--- config.mk ---
export PLATFORM = sky130hd
export DESIGN_NAME = gnn_aggregator
export DESIGN_NICKNAME = d
export VERILOG_FILES = /design/src/rtl/gnn_pkg.sv /design/src/rtl/gnn_aggr_lane.sv /design/src/rtl/gnn_aggregator.sv
export SDC_FILE = /design/constraint.sdc
export NUM_CORES = 1
export LEC_CHECK = 0
export ABC_AREA = 1
export CORE_ASPECT_RATIO = 1.25
export CORE_MARGIN = 2
export CORE_UTILIZATION = 40
export CTS_BUF_LIST = sky130_fd_sc_hd__clkbuf_8
export DETAILED_ROUTE_END_ITERATION = 6
export GPL_TIMING_DRIVEN = 1
export PLACE_DENSITY = 0.69
export SETUP_SLACK_MARGIN = 0.2
export SYNTH_ARGS = -nofsm -noshare
export SYNTH_HDL_FRONTEND = slang
export SYNTH_SLANG_ARGS = --single-unit
--- constraint.sdc ---
create_clock -name clk -period 8.98 [get_ports clk]
set_input_delay 0.898 -clock clk [delete_from_list [all_inputs] [get_ports clk]]
set_output_delay 0.898 -clock clk [all_outputs]
set_load 0.02 [all_outputs]
--- src/rtl/gnn_pkg.sv ---
// Shared types and constants for the GNN neighbourhood aggregation engine.
package gnn_pkg;

  localparam int unsigned NUM_FEAT = 4;
  localparam int unsigned RELU_W   = 15;

  typedef enum logic [1:0] {
    IDLE  = 2'd0,
    ACCUM = 2'd1,
    DONE  = 2'd2
  } aggr_state_t;

  // Aggregate width: one extra bit per doubling of the node count keeps the sum exact.
  function automatic int unsigned aggr_width(input int unsigned num_nodes);
    return RELU_W + $clog2(num_nodes);
  endfunction

endpackage

--- src/rtl/gnn_aggr_lane.sv ---
// One destination node's four feature accumulators.
module gnn_aggr_lane
  import gnn_pkg::*;
#(
  parameter int unsigned AGGR_W = 17
) (
  input  logic                         clk,
  input  logic                         rst,
  input  logic                         clr,
  input  logic                         en,
  input  logic [NUM_FEAT*RELU_W-1:0]   feat,
  output logic [NUM_FEAT*AGGR_W-1:0]   acc
);

  logic [AGGR_W-1:0] acc_q [NUM_FEAT];
  logic [AGGR_W-1:0] feat_ext [NUM_FEAT];

  // Zero-extend each feature; a negative value (bit 14 set) counts as zero.
  always_comb begin
    for (int f = 0; f < NUM_FEAT; f++) begin
      feat_ext[f] = '0;
      if (!feat[f*RELU_W + RELU_W - 1]) begin
        feat_ext[f] = {{(AGGR_W - RELU_W + 1){1'b0}}, feat[f*RELU_W +: RELU_W-1]};
      end
    end
  end

  // Accumulate on enable; clear at transaction capture.
  always_ff @(posedge clk) begin
    if (rst || clr) begin
      for (int f = 0; f < NUM_FEAT; f++) acc_q[f] <= '0;
    end else if (en) begin
      for (int f = 0; f < NUM_FEAT; f++) acc_q[f] <= acc_q[f] + feat_ext[f];
    end
  end

  // Pack the accumulators onto the output bus.
  always_comb begin
    acc = '0;
    for (int f = 0; f < NUM_FEAT; f++) acc[f*AGGR_W +: AGGR_W] = acc_q[f];
  end

endmodule

--- src/rtl/gnn_aggregator.sv ---
// Neighbourhood aggregation engine: sums node features over the adjacency,
// one source node per cycle, all destinations in parallel.
// Optional feature: define GNN_AGGR_SELF_LOOP_EN to add each node's own features.
module gnn_aggregator
  import gnn_pkg::*;
#(
  parameter int unsigned NUM_NODES = 4,
  parameter int unsigned AGGR_W    = aggr_width(NUM_NODES)
) (
  input  logic                                   clk,
  input  logic                                   rst,
  input  logic                                   in_valid,
  output logic                                   in_ready,
  input  logic [NUM_NODES*NUM_FEAT*RELU_W-1:0]   relu_in,
  input  logic [NUM_NODES*NUM_NODES-1:0]         adj,
  output logic                                   out_valid,
  input  logic                                   out_ready,
  output logic [NUM_NODES*NUM_FEAT*AGGR_W-1:0]   aggr_out
);

  localparam int unsigned SRC_W  = $clog2(NUM_NODES);
  localparam int unsigned NODE_W = NUM_FEAT * RELU_W;
  localparam logic [SRC_W-1:0] SRC_LAST = SRC_W'(NUM_NODES - 1);

`ifdef GNN_AGGR_SELF_LOOP_EN
  localparam bit SELF_LOOP = 1'b1;
`else
  localparam bit SELF_LOOP = 1'b0;
`endif

  aggr_state_t                         state_q;
  logic [SRC_W-1:0]                    src_q;
  logic [NUM_NODES*NODE_W-1:0]         feat_q;
  logic [NUM_NODES*NUM_NODES-1:0]      adj_q;
  logic                                in_ready_q;
  logic                                out_valid_q;
  logic                                capture;
  logic [NODE_W-1:0]                   src_feat;

  assign capture   = (state_q == IDLE) && in_valid;
  assign in_ready  = in_ready_q;
  assign out_valid = out_valid_q;

  // Source mux: the current source node's features go to every lane.
  always_comb begin
    src_feat = feat_q[int'(src_q)*NODE_W +: NODE_W];
  end

  // Control FSM with capture registers and registered handshake outputs.
  always_ff @(posedge clk) begin
    if (rst) begin
      state_q     <= IDLE;
      src_q       <= '0;
      feat_q      <= '0;
      adj_q       <= '0;
      in_ready_q  <= 1'b1;
      out_valid_q <= 1'b0;
    end else begin
      unique case (state_q)
        IDLE: begin
          if (in_valid) begin
            feat_q     <= relu_in;
            adj_q      <= adj;
            src_q      <= '0;
            in_ready_q <= 1'b0;
            state_q    <= ACCUM;
          end
        end
        ACCUM: begin
          src_q <= src_q + 1'b1;
          if (src_q == SRC_LAST) begin
            out_valid_q <= 1'b1;
            state_q     <= DONE;
          end
        end
        DONE: begin
          if (out_ready) begin
            out_valid_q <= 1'b0;
            in_ready_q  <= 1'b1;
            state_q     <= IDLE;
          end
        end
        default: state_q <= IDLE;
      endcase
    end
  end

  for (genvar d = 0; d < NUM_NODES; d++) begin : g_lane
    logic edge_bit;
    logic lane_en;

    // Row d of the adjacency selected by the current source.
    always_comb begin
      edge_bit = adj_q[d*NUM_NODES + int'(src_q)];
      lane_en  = (state_q == ACCUM) && (edge_bit || (SELF_LOOP && (int'(src_q) == d)));
    end

    gnn_aggr_lane #(
      .AGGR_W (AGGR_W)
    ) u_lane (
      .clk  (clk),
      .rst  (rst),
      .clr  (capture),
      .en   (lane_en),
      .feat (src_feat),
      .acc  (aggr_out[d*NUM_FEAT*AGGR_W +: NUM_FEAT*AGGR_W])
    );
  end

endmodule
# After elaboration in Yosys (flattened, before gate mapping)
# Memories as Yosys holds them, arrays and structs flattened.
# Index checks and enable logic that the tools add are counted.
# word_totals
out_inout_bits	274
register_bits	262
word_cells	127
in_bits	260
ram_bits	272
memories	4
# classes
order_cmp	4
eq_ne	6
shifts	1
add_sub_neg	20
bitwise_logic	16
muxes	54
reduce_logical	15
mul	1
# mem_list
name	words	word_bits	rd	rd_clocked_by_memory_dff	wr	line_no	text
g_lane[0].u_lane.acc_q	4	17	4	0	4	gnn_aggr_lane.sv:15	logic [AGGR_W-1:0] acc_q [NUM_FEAT];
g_lane[1].u_lane.acc_q	4	17	4	0	4	gnn_aggr_lane.sv:15	
g_lane[2].u_lane.acc_q	4	17	4	0	4	gnn_aggr_lane.sv:15	
g_lane[3].u_lane.acc_q	4	17	4	0	4	gnn_aggr_lane.sv:15	
# op_table
operator	count
2-to-1 mux 17 bit	16
indexed part select 240 x 9 -> 60 bit	1
adder 17 x 14 -> 17 bit	8
adder 17 bit	8
2-to-1 mux 14 bit	4
2-to-1 mux 1 bit	22
OR 1 bit	16
binary-select mux 1 bit (select 4 bit)	3
adder 4 x 2 -> 5 bit, first input constant	2
< comparator 5 bit, second input constant	2
AND reduction 3 bit	3
2-to-1 mux 2 bit	4
multiplier 2 x 4 -> 6 bit, second input constant	1
inequality test 2 bit, second input constant	3
one-hot mux 2 bit (3 select lines)	1
nonzero test 2 bit	3
logical AND 1 bit	5
< comparator 2 x 5 -> 1 bit, second input constant	1
< comparator 4 x 5 -> 1 bit, second input constant	1
adder 3 x 2 -> 4 bit, first input constant	1
equality test 2 bit, second input constant	2
one-hot mux 1 bit (2 select lines)	2
one-hot mux 2 bit (2 select lines)	1
AND reduction 2 bit	2
other kinds (5)	5

# Logic depth before layout (Yosys ltp)
# Gate-level depths: netlist (run 1).
# logic_depth
depth_word	8
ltp_mapped	22
ltp_nobuf	19

# Hierarchy
# From an unflattened synthesis (run 1), not the netlist that was laid out.
# hier_totals
cells_unflattened	5649
hier_area_um2	36951.7
# modules_own_cells
mod	instances	area_per_inst_um2	cells_each	seq_area_each_um2
gnn_aggregator	1	11023.1	1590	5245.0
gnn_aggr_lane (g_lane[2].u_lane)	1	6576.3	1018	2042.0
gnn_aggr_lane (g_lane[3].u_lane)	1	6498.7	1019	2042.0
gnn_aggr_lane (g_lane[0].u_lane)	1	6428.7	1012	2042.0
gnn_aggr_lane (g_lane[1].u_lane)	1	6424.9	1010	2042.0

# Worst setup path after synthesis (run 1)
# OpenSTA, ideal clock, no wires.
# synth_path
kind	input port to flip-flop
startpoint	input in_valid
endpoint	memory g_lane[1].u_lane.acc_q[0][0] (enable)
required_time_ns	8.263
n_path_buf	0
stages	4
path_slack_ns	5.757
arrival_time_ns	2.506
setup_time_ns	0.717
path_cell_list	nand2_1 inv_2 nor2_1 nand2_1
# synth_rtl
element	line_no	text
start: declaration	gnn_aggregator.sv:12	input logic in_valid,
end: declaration	gnn_aggr_lane.sv:15	

==> flow_summary.toml, run 1 <==
[grt]
antenna_found_initial = 8
met3_usage_pct = 4.11
grt_use_met1_pct = 34.1
grt_usage_pct = 27.2
grt_remaining_overflow = 0
grt_max_degree = 160
grt_first_pass_wirelength_um = 182000
use_met2_pct = 44.7
grt_pass1_vias = 32000
busiest_layer = "met2"

[setup_path]
startpoint = "src_q[0]"
reg2reg_from = "src_q[0]"
worstPathRequired_ns = 9.46
cp-end-kind = "flip-flop"
path_cells = "inv_4 > buf_4 > o21ai_0 > o22ai_1 > nand2_1 > inv_1 > ha_1 > a21oi_1 > inv_1 > a31oi_1 > o21ai_0 > a31oi_1 > nand3_1 > nand2_1 > nor2_1"
cp_max_fo = 73
cp_slowest_cell = "buf_4"
max_stage_delay_ns = 0.79
worstSetupPathType = "flip-flop to flip-flop"
critPathArrivalTime_ns = 5.29
critPathLaunchType = "flip-flop"

[logic_synthesis]
synth_most_common_cell = "nand2_1"
synth_area_per_cell_um2 = 7.09
synth_compound_area_share_pct = 17.7
yosysUniqueCellTypes = 39
yosys.area_share.simple_pct = 27.3
synth_flop_cell = "edfxtp_1"
ys_seq_area_share_pct = 40.0
ys_ff_latch = 534
ys_warn_count = 0
synth_top_area_cell = "edfxtp_1"
synth_area_leaders = "edfxtp_1 24%, dfxtp_1 16%, nand2_1 10%"
synth_commonest_cells = "934 x nand2_1, 898 x nor2_1, 530 x o21ai_0, 467 x inv_1, 389 x a21oi_1"
ys_async_sr_fraction_pct = 0
synthMuxAreaShare_pct = 0
syn_area_um2 = 33500
postSynthCellCount = 4731
synth-xor-area-share_pct = 0.0261
synth_top_family_by_area = "simple AND/OR/NAND/NOR gates"
synth_top_area_share_pct = 24.4
synth_edf_count = 272
yosys.area_share.adder_pct = 7.50
syn-num-nets = 5192

[timing]
fmax_mhz = 208
tightestPinTransition_ns = 1.17
rsz0062_at_grt = "false"
fin_crit_sh_pct = 53.6
timing.hold.ws_ns = 0.455
relSlewSlack_pct = 22.1
fin_setup_tns_ns = 0
layout_setup_ws_ns = 4.17
setup_viol = 0
hold_viol = 0
slew_violations = 0
fin_skew_ns = 0.0340
finalCriticalPeriod_ns = 4.81

[hold_path]
min-delay-start = "feat_q[226]"
hold_class = "flip-flop to flip-flop"

[clock_network]
cts_setup_buffers = 0
htree_levels = 3
clockBufferDepth = 3
cts_hold_buf = 0
clk_pin_slew_ns = 0.06
cts-root-buf = "clkbuf_8"
clkSinkCount = 534
tritoncts = "done"
cts_buffers = 95
clk_latency_ns = 0.73
ctsResizeCount = 0

[placement]
pre_cts_ws_ns = 3.53
place_area_um2 = 39700
dp.cells = 6200
place.gp.congestion = 0.943
port_buffers = 533
hpwl_um = 89200

[floorplanning]
ios = 534
core.rowCount = 118
die_area_um2 = 86200
die_x_um = 263
initial_utilization_pct = 40.4
die_y_um = 328
fp.coreArea_um2 = 83000

[route]
first_pass_iters = 5
drc_errors = 0
totalWireLength_um = 121000
drt_iter0_drc = 2941
vias_per_cell = 5.31
wl_per_cell_um = 19.0
drtAntennaViolNets = 0
vias = 33900

[run]
drv_cap = 0

[power]
total_power_mw = 7.48
p_leak_nw = 18.7
peakVddDrop_uv = 99.8
powerDensity_nw_per_um2 = 180

[finish]
utilization_pct = 50.0
seqCellArea_um2 = 13400
n_fill_cell = 8305
design_area_um2 = 41500
area_growth_syn_to_layout_pct = 23.8
finalNetCount = 5678
multiInputGateArea_um2 = 17700
instances_no_fill = 6380
layout-drive-gt1-share_pct = 3.74

[status]
outcome = "finished, final reports clean"
state kept, by name, summed over array words and instances, names as in the netlist:
name / count
adj_q: 16
feat_q: 240
g_lane.u_lane.acc_q: 272
in_ready: 1
out_valid: 1
src_q: 2
state_q: 2
worst max-delay path: cells and delay by family, from the launching register on:
kind,cells,cell delay [ns]
buf+inv,4,1.75
simple gates,4,0.27
fa+ha+maj,1,0.37
flops,1,0.56
compound gates,6,1.50
power breakdown:
part,switching (mW),internal [mW]
sequential,0.165,2.78
clock,1.09,1.16
combinational,1.52,0.771
kinds of logic after synthesis:
| family | count (synthesis) |
|---|---|
| compound gates | 1114 |
| xor+xnor | 1 |
| fa+ha+maj | 201 |
| buf+inv | 635 |
| flops | 534 |
| simple gates | 2246 |
placed cells by master, fill, tap and decap left out, drive strengths merged, types with 49 or more instances in the layout:
cell,instances
nand2,950
o21ai,543
clkdlybuf4s50,533
a21oi,389
edfxtp,272
clkbuf,112
nor2,902
ha,201
dfxtp,262
inv,521
o22ai,49
nand3,282
per-layer routing:
metal | wire length (um) | vias to the layer above | part of all wire, %
li1 | - | 16900 | -
met1 | 50700 | 15400 | 42
met2 | 55400 | 1252 | 46
met3 | 7950 | 265 | 6.6
met4 | 6880 | 4 | 5.7
met5 | 24 | - | 0.020
cell type report:
class,count,share of cell area (%)
tap,1080,3.25
inverter,475,4.33
timing repair buffer,549,13.1
antenna,5,0.0301
sequential,534,32.3
clock inverter,63,0.681
clock buffer,112,3.71
multi-input combinational,3562,42.5
worst paths after layout:
path,endpoint,slack (ns),cells past startpoint
setup / recovery,g_lane[0].u_lane.acc_q[2][14],4.17,15
hold / removal,feat_q[226],0.46,2
setup reg to reg,g_lane[0].u_lane.acc_q[2][14],4.17,15
hold reg to reg,feat_q[226],0.46,2
Note: power is estimated with default switching activity, not from simulation.
==> run 2: changes to the inputs <==
Settings changed: PLACE_DENSITY 0.69 to 0.72.
Clock period 8.98 ns to 3.9 ns, I/O delays scaled along.
==> flow_summary.toml, run 2 (synthesized netlist as in run 1, its figures left out) <==
[timing]
finalCriticalPeriod_ns = 3.36
relSlewSlack_pct = 30.7
layout_setup_ws_ns = 0.535
fin_skew_ns = 0.0238
fin_crit_sh_pct = 86.3
setup_viol = 0
tightestPinTransition_ns = 1.04
hold_viol = 0
rsz0062_at_grt = "false"
fmax_mhz = 297
slew_violations = 0
fin_setup_tns_ns = 0

[finish]
area_growth_syn_to_layout_pct = 25.0
finalNetCount = 5702
n_fill_cell = 8146
largest_reg_flops = 272
layout-drive-gt1-share_pct = 4.28
final_cell_mix = "929 x nand2_1, 898 x nor2_1, 533 x clkdlybuf4s50_1"
final_common_cell = "nand2_1"
top_register = "g_lane.u_lane.acc_q"
largest_registers = "g_lane.u_lane.acc_q (272), feat_q (240), adj_q (16)"

[grt]
grt_remaining_overflow = 0
grt_usage_pct = 26.9
grt_first_pass_wirelength_um = 181000
antenna_found_initial = 18
grt_pass1_vias = 32000
grt_max_degree = 221

[run]
drv_cap = 0

[placement]
place.gp.congestion = 0.948
hpwl_um = 90600
port_buffers = 533
pre_cts_ws_ns = 0.634

[floorplanning]
ios = 534
die_y_um = 328
die_x_um = 263
initial_utilization_pct = 40.4
die_area_um2 = 86200
core.rowCount = 118
fp.coreArea_um2 = 83000

[setup_path]
rrSetupSlack_ns = 0.54
startpoint = "src_q[1]"
reg2reg_from = "src_q[1]"
worstSetupPathType = "flip-flop to flip-flop"
cp_max_fo = 24
cp-end-kind = "flip-flop"
cp-endpoint = "g_lane[2].u_lane.acc_q[0][49]"
worstPathRequired_ns = 4.35
timing.rr.end = "g_lane[2].u_lane.acc_q[0][49]"
ff2ff_path_depth = 15
critPathArrivalTime_ns = 3.81
critPathLaunchType = "flip-flop"

[route]
vias = 34300
drt_iter0_drc = 3024
drc_errors = 0
first_pass_iters = 6
vias_per_cell = 5.35
wl_per_cell_um = 18.8
totalWireLength_um = 121000
drtAntennaViolNets = 0

[status]
outcome = "finished, final reports clean"

[power]
powerDensity_nw_per_um2 = 414
total_power_mw = 17.3
peakVddDrop_uv = 238
p_leak_nw = 18.8

[clock_network]
cts-root-buf = "clkbuf_8"
cts_hold_buf = 0
tritoncts = "done"
cts_setup_buffers = 0
clk_latency_ns = 0.72
htree_levels = 3
clockBufferDepth = 3
clkSinkCount = 534
cts_buffers = 95
ctsResizeCount = 0
clk_pin_slew_ns = 0.07

[hold_path]
hold_class = "input port to flip-flop"
min-delay-start = "relu_in[75]"
-- run 2: cell types whose count changed in the layout (fill, tap and decap cells not counted), sizes merged --
cell / delta
buf: +24
inv: -6
clkinv: +9
diode: +9
clkinvlp: -1
-- run 2: layout make-up --
cell class,count,area [um2],area share (%)
Antenna cell,14,35.0,0.0836
Tap cell,1080,1350,3.22
Inverter,475,1800,4.29
Clock inverter,65,313,0.746
Clock buffer,112,1540,3.68
Multi-Input combinational cell,3562,17700,42.1
Sequential cell,534,13400,32.0
Timing Repair Buffer,573,5800,13.8
-- run 2: per-layer routing --
layer | global-route usage, % | part of all wire [%]
met4 | 15.2 | 5.6
met3 | 4.46 | 7.0
met1 | 33.3 | 41
met5 | 0 | 0.063
met2 | 44.6 | 46
-- run 2: worst min-delay path by stage --
stage | endpoint | depth (start not counted) | slack [ns]
finish | feat_q[75] | 3 | 0.30
global route | adj_q[3] | 3 | 0.27
CTS | feat_q[75] | 3 | 0.21
detailed placement | feat_q[212] | 2 | 0.45
global placement | feat_q[91] | 2 | 0.44
floorplan | feat_q[121] | 2 | 0.43
-- run 2: through the flow --
| stage | instances | hold slack (ns) | instance area [um2] | utilization [%] |
|---|---|---|---|---|
| floorplan | 4731 | 0.429 | 33500 | - |
| CTS | 6401 | 0.207 | 41900 | 50.5 |
| global placement | 6224 | 0.438 | 40000 | 48.2 |
| detailed placement | 6224 | 0.445 | 40000 | 48.2 |
| global route | 6408 | 0.265 | 41900 | 50.5 |
| finish | 6415 | 0.299 | 41900 | 50.5 |
-- run 2: worst max-delay path: stages (launching register included) --
cell and delay, ns:
dfxtp_4 0.38, inv_2 0.14, buf_4 0.30, o21ai_0 0.31
o22ai_1 0.21, nand2_1 0.08, inv_1 0.34, ha_1 0.38
a21oi_1 0.24, o21ai_0 0.13, inv_1 0.11, nor3_1 0.06
a21oi_1 0.19, nand3_1 0.10, nand2_1 0.08, nor2_1 0.05
-- run 2: power by group --
part           total, mW  internal, mW  switching [mW]
sequential          6.76          6.40           0.360
clock               5.22          2.68            2.54
combinational       5.35          1.82            3.53
total               17.3          10.9            6.43
